--- config.mk ---
export PLATFORM = sky130hd
export DESIGN_NAME = minority_vote_collector_flat
export DESIGN_NICKNAME = d
export VERILOG_FILES = /design/src/rtl/minority_vote_collector_if.sv /design/src/rtl/minority_vote_collector.sv /design/src/flat_wrapper.sv
export SDC_FILE = /design/constraint.sdc
export NUM_CORES = 1
export LEC_CHECK = 0
export CORE_ASPECT_RATIO = 1.1
export CORE_MARGIN = 5
export CORE_UTILIZATION = 55
export CTS_CLUSTER_DIAMETER = 30
export DETAILED_ROUTE_END_ITERATION = 6
export PLACE_DENSITY = 0.82
export SETUP_SLACK_MARGIN = 0.2
export SYNTH_ARGS = -nofsm -noshare
export SYNTH_HDL_FRONTEND = slang
export SYNTH_SLANG_ARGS = --single-unit
--- constraint.sdc ---
create_clock -name clk -period 2.3 [get_ports clk]
set_input_delay 0.345 -clock clk [delete_from_list [all_inputs] [get_ports clk]]
set_output_delay 0.345 -clock clk [all_outputs]
set_load 0.02 [all_outputs]
--- src/rtl/minority_vote_collector_if.sv ---
// rtl/minority_vote_collector_if.sv - vote, ballot and verdict handshake bundle
interface minority_vote_collector_if;
    logic       vote_valid;
    logic       vote_bit;
    logic       vote_ready;
    logic [3:0] ballot;
    logic       ballot_valid;
    logic       min_in;
    logic       result;
    logic       result_valid;
    logic       result_ready;

    modport master (
        input  vote_valid, vote_bit, min_in, result_ready,
        output vote_ready, ballot, ballot_valid, result, result_valid
    );

    modport slave (
        output vote_valid, vote_bit, min_in, result_ready,
        input  vote_ready, ballot, ballot_valid, result, result_valid
    );
endinterface

--- src/rtl/minority_vote_collector.sv ---
// rtl/minority_vote_collector.sv - collects four votes into a ballot and returns the minority verdict
module minority_vote_collector #(
    parameter int TIMEOUT = 16,
    parameter int CNT_W   = 8
) (
    input  logic                      clk,
    input  logic                      rst_n,
    input  logic                      clear,
    minority_vote_collector_if.master bus,
    output logic [CNT_W-1:0]          ballot_count,
    output logic                      err_timeout
);
    localparam int TMR_W = $clog2(TIMEOUT + 1);
    localparam logic [TMR_W-1:0] TMR_LAST = TMR_W'(TIMEOUT - 1);
    localparam logic [CNT_W-1:0] CNT_MAX  = '1;

    typedef enum logic [1:0] {IDLE, COLLECT, EVAL, HOLD} stateT;

    stateT            state;
    logic [1:0]       voteIdx;
    logic [TMR_W-1:0] idleTimer;
    logic             voteAccept;
    logic             resultAccept;

    assign voteAccept   = bus.vote_valid & bus.vote_ready;
    assign resultAccept = bus.result_valid & bus.result_ready;

    always_ff @(posedge clk or negedge rst_n) begin
        if (!rst_n) begin
            state            <= IDLE;
            voteIdx          <= 2'd0;
            idleTimer        <= '0;
            bus.vote_ready   <= 1'b1;
            bus.ballot       <= 4'd0;
            bus.ballot_valid <= 1'b0;
            bus.result       <= 1'b0;
            bus.result_valid <= 1'b0;
            ballot_count     <= '0;
            err_timeout      <= 1'b0;
        end else if (clear) begin
            // Abort wins over any coincident handshake; verdict and tally are kept.
            state            <= IDLE;
            voteIdx          <= 2'd0;
            idleTimer        <= '0;
            bus.vote_ready   <= 1'b1;
            bus.ballot       <= 4'd0;
            bus.ballot_valid <= 1'b0;
            bus.result_valid <= 1'b0;
            err_timeout      <= 1'b0;
        end else begin
            err_timeout <= 1'b0;
            case (state)
                IDLE: begin
                    if (voteAccept) begin
                        bus.ballot[0] <= bus.vote_bit;
                        voteIdx       <= 2'd1;
                        idleTimer     <= '0;
                        state         <= COLLECT;
                    end
                end
                COLLECT: begin
                    if (voteAccept) begin
                        bus.ballot[voteIdx] <= bus.vote_bit;
                        voteIdx             <= voteIdx + 2'd1;
                        idleTimer           <= '0;
                        if (voteIdx == 2'd3) begin
                            bus.vote_ready   <= 1'b0;
                            bus.ballot_valid <= 1'b1;
                            state            <= EVAL;
                        end
                    end else if (idleTimer == TMR_LAST) begin
                        // The TIMEOUT-th consecutive idle cycle abandons the partial ballot.
                        bus.ballot  <= 4'd0;
                        voteIdx     <= 2'd0;
                        idleTimer   <= '0;
                        err_timeout <= 1'b1;
                        state       <= IDLE;
                    end else begin
                        idleTimer <= idleTimer + TMR_W'(1);
                    end
                end
                EVAL: begin
                    bus.result       <= bus.min_in;
                    bus.ballot_valid <= 1'b0;
                    bus.result_valid <= 1'b1;
                    state            <= HOLD;
                end
                HOLD: begin
                    if (resultAccept) begin
                        if (ballot_count != CNT_MAX) begin
                            ballot_count <= ballot_count + CNT_W'(1);
                        end
                        bus.ballot       <= 4'd0;
                        bus.result_valid <= 1'b0;
                        bus.vote_ready   <= 1'b1;
                        voteIdx          <= 2'd0;
                        state            <= IDLE;
                    end
                end
                default: state <= IDLE;
            endcase
        end
    end
endmodule
--- src/flat_wrapper.sv ---
// flat-port wrapper written by rule: the top's interface ports become plain ports
module minority_vote_collector_flat 
#(
    parameter int TIMEOUT = 16,
    parameter int CNT_W   = 8
)
  (clk, rst_n, clear, ballot_count, err_timeout, bus_vote_valid, bus_vote_bit, bus_min_in, bus_result_ready, bus_vote_ready, bus_ballot, bus_ballot_valid, bus_result, bus_result_valid);
  minority_vote_collector_if bus_i ();
  input  logic clk;
  input  logic rst_n;
  input  logic clear;
  output logic [CNT_W-1:0] ballot_count;
  output logic err_timeout;
  input wire logic [$bits(bus_i.vote_valid)-1:0] bus_vote_valid;
  input wire logic [$bits(bus_i.vote_bit)-1:0] bus_vote_bit;
  input wire logic [$bits(bus_i.min_in)-1:0] bus_min_in;
  input wire logic [$bits(bus_i.result_ready)-1:0] bus_result_ready;
  output wire logic [$bits(bus_i.vote_ready)-1:0] bus_vote_ready;
  output wire logic [$bits(bus_i.ballot)-1:0] bus_ballot;
  output wire logic [$bits(bus_i.ballot_valid)-1:0] bus_ballot_valid;
  output wire logic [$bits(bus_i.result)-1:0] bus_result;
  output wire logic [$bits(bus_i.result_valid)-1:0] bus_result_valid;
  assign bus_i.vote_valid = bus_vote_valid;
  assign bus_i.vote_bit = bus_vote_bit;
  assign bus_i.min_in = bus_min_in;
  assign bus_i.result_ready = bus_result_ready;
  assign bus_vote_ready = bus_i.vote_ready;
  assign bus_ballot = bus_i.ballot;
  assign bus_ballot_valid = bus_i.ballot_valid;
  assign bus_result = bus_i.result;
  assign bus_result_valid = bus_i.result_valid;
  minority_vote_collector #(.TIMEOUT(TIMEOUT), .CNT_W(CNT_W)) u_core (.clk(clk), .rst_n(rst_n), .clear(clear), .bus(bus_i), .ballot_count(ballot_count), .err_timeout(err_timeout));
endmodule
==> flow_summary_export.csv <==
group,metric,value,unit
status,status,"finished, final reports clean",
logic_synthesis,synth_xor_area_share,4.26,%
logic_synthesis,yosys_warnings,0,
logic_synthesis,synth_fa_ha_area_share,5.22,%
sta,hold_viol,0,
cells_and_area,finish.net_count,178,
logic_synthesis,synth_ff_type,"dfrtp_1",
cells_and_area,final_common_cell,"dfrtp_1",
power_and_ir_drop,switching_share,23.0,%
detailed_routing,dr.first_iter.drc_count,35,
clock_network,cts_buffers,3,
power_and_ir_drop,intPower,687,µW
power_and_ir_drop,seq_power_share,53.3,%
sta,fin_ws,0.413,ns
place,place.gp.congestion,0.837,
cells_and_area,multi_input_area,724,µm²
power_and_ir_drop,finalPower,892,µW
sta,fin_worst_skew,0.00839,ns
power_and_ir_drop,power.density,510,mW/mm²
power_and_ir_drop,pwr-share-clk,35.4,%
detailed_routing,wire_per_inst,15.2,µm
floorplanning,fp-row-count,19,
cells_and_area,drive_above_1_share,12.2,%
clock_network,cts_max_level,1,
logic_synthesis,synth_compound_area_share,18.6,%
sta,fmax,0.530,GHz
setup_path,crit_start,"u_core.bus.vote_ready",
grt,grt_pass1_wl,5310,µm
flow_run,drv_cap,0,
cells_and_area,finalInstanceArea,0.00175,mm²
cells_and_area,layout_common_cells,"dfrtp_1, clkdlybuf4s50_1, nand2_1",
setup_path,crit_family,"buffers and inverters",
sta,layout_min_cycle_time,1.89,ns
setup_path,cp-end-kind,"primary output",
clock_network,post_cts_hold_buffer_count,0,
power_and_ir_drop,peakVddDrop,0.386,mV
cells_and_area,fill_cells,206,
clock_network,cts.sinks,26,
setup_path,r2r_start,"u_core.state[1]",
floorplanning,fp.dieH,63.6,µm
floorplanning,dieArea,0.00374,mm²
power_and_ir_drop,leakage,0.767,nW
power_and_ir_drop,p_comb_share,11.4,%
detailed_routing,num_vias,1150,
logic_synthesis,synthSimpleGateAreaFrac,19.9,%
sta,drv_slew,0,
grt,antenna_found_initial,0,
logic_synthesis,synth-edff-count,0,
setup_path,path_max_fanout,6,
place,port_buffers,23,
detailed_routing,ant_nets,0,
sta,setup_viol,0,
detailed_routing,dr.pass1.iters,4,
power_and_ir_drop,power.switching,205,µW
grt,grt_use_total,17.7,%
logic_synthesis,syn_avg_cell_area,10.3,µm²
clock_network,cts_root_buffer,"clkbuf_4",
floorplanning,initial_utilization,57.6,%
sta,hold_ws,0.367,ns
setup_path,slowest_delay,0.62,ns
place,place_ws,0.233,ns
logic_synthesis,synth_mux_area_share,2.35,%
setup_path,critPathLaunchType,"register",
cells_and_area,finalNonFillerCells,195,
place,dpl.cell_count,191,
sta,tightest_slew,0.549,ns
sta,rsz0062_at_grt,"no",
setup_path,crit_required,1.96,ns
place,dp.final_hpwl,2200,µm
grt,grt_max_degree,27,
logic_synthesis,synth_top_family_by_area,"simple AND/OR/NAND/NOR gates",
grt,grt_overflow,0,
logic_synthesis,netlist_area,0.00144,mm²
clock_network,cts.reportedPaths.clkPinSlew,0.15,ns
logic_synthesis,async_flop_share,100,%
worst_hold_path,hp-class,"input port to asynchronous set/reset pin",
floorplanning,coreArea,0.00250,mm²
setup_path,cp.arrival,1.54,ns
clock_network,cts_tree,"yes",
sta,slew_headroom,63.1,%
grt,grt_pass1_vias,1207,
setup_path,worst-r2r-setup-slack,0.52,ns
cells_and_area,area_delta_synth_final,21.8,%
logic_synthesis,synthesis.nets,152,
cells_and_area,num_antenna_cells,0,
place,dpl-instance-area,0.00170,mm²
cells_and_area,fin_util,70.1,%
setup_path,crit_buf_inv,1,
sta,setup_tns,0,ns
setup_path,slowest_stage,"clkdlybuf4s50_1",
floorplanning,die-width,58.7,µm
logic_synthesis,synthCells,139,
setup_path,rr_worst_depth,4,
logic_synthesis,yosysSeqAreaShare,45.3,%
clock_network,clockBufferDepth,2,
cells_and_area,ff_latch_area,652,µm²
logic_synthesis,synthDistinctLibCells,45,
setup_path,reg2reg_to,"u_core.ballot_count[1]",
detailed_routing,vias_per_cell,5.90,
logic_synthesis,synth_seq_cells,26,
setup_path,path_class,"register to primary output",
clock_network,clock_latency,0.32,ns
setup_path,worstPathCellList,"clkdlybuf4s50_1",
sta,finalCritPeriodShare,82.1,%
clock_network,cts_setup_buffers,0,
clock_network,cts_resized,0,
floorplanning,boundaryPins,24,
detailed_routing,wl,2960,µm
detailed_routing,drc_errors,0,
-- power by group through the flow --
stage	logic (mW)	registers [mW]	clock network, mW
detailed placement	0.102	0.483	0
finish	0.102	0.475	0.316
floorplan	0.0549	0.486	0
CTS	0.102	0.475	0.322
global route	0.112	0.477	0.346
global placement	0.0989	0.483	0
-- logic make-up (layout without fill, tap and decap cells) --
family | count (synthesis) | count (layout)
flip-flops | 26 | 26
XOR/XNOR | 7 | 7
AND/OR/NAND/NOR | 50 | 50
adder cells (fa/ha/maj) | 6 | 6
AO/OA/AOI/OAI | 34 | 34
multiplexers | 3 | 3
buffers and inverters | 13 | 38
-- sequential cells by signal, indices dropped and copies added, names as in the netlist --
signal	flops
u_core.voteIdx	2
u_core.ballot_count	8
u_core.idleTimer	5
u_core.err_timeout	1
u_core.bus.ballot	4
u_core.bus.result	1
u_core.bus.vote_ready	1
u_core.state	2
u_core.bus.result_valid	1
u_core.bus.ballot_valid	1
-- routing by layer --
| metal | vias to the layer above | part of all wire [%] | track usage [%] |
|---|---|---|---|
| met5 | - | 0 | 0 |
| met4 | 0 | 0.98 | 6.52 |
| met3 | 4 | 4.4 | 3.06 |
| met2 | 27 | 49 | 29.4 |
| met1 | 561 | 45 | 22.4 |
| li1 | 558 | - | - |
-- layout make-up --
class	count	share of cell area (%)
multi-input combinational	100	41.4
sequential	26	37.2
timing repair buffer	26	14.4
tap	31	2.22
clock inverter	1	1.72
inverter	8	1.72
clock buffer	3	1.29
-- worst max-delay path by stage --
stage	cells after the start	to	slack (ns)
after floorplan	5	u_core.ballot_count[1]	0.65
after global placement	5	u_core.ballot_count[1]	0.30
after detailed placement	6	u_core.idleTimer[0]	0.23
after CTS	1	bus_vote_ready	0.40
after global routing	1	bus_vote_ready	0.34
final	1	bus_vote_ready	0.41
-- cells in the mapped netlist (2+ instances only) --
library cell | count | area, µm²
nand4_1 | 3 | 18.8
nor3_1 | 3 | 15.0
nor2b_1 | 2 | 12.5
dfrtp_1 | 25 | 626
a21o_1 | 2 | 15.0
a32o_1 | 2 | 20.0
a22o_1 | 2 | 17.5
ha_1 | 6 | 75.1
nand3_1 | 7 | 35.0
xor2_1 | 6 | 52.6
o221ai_1 | 4 | 35.0
nor3_2 | 2 | 20.0
clkbuf_1 | 2 | 7.51
nor2_1 | 6 | 22.5
inv_1 | 8 | 30.0
a21oi_1 | 8 | 40.0
o21ai_0 | 5 | 25.0
nand2b_1 | 6 | 37.5
nand2_1 | 12 | 45.0
mux2_2 | 3 | 33.8
No activity file was read; power rests on OpenSTA's default activity.
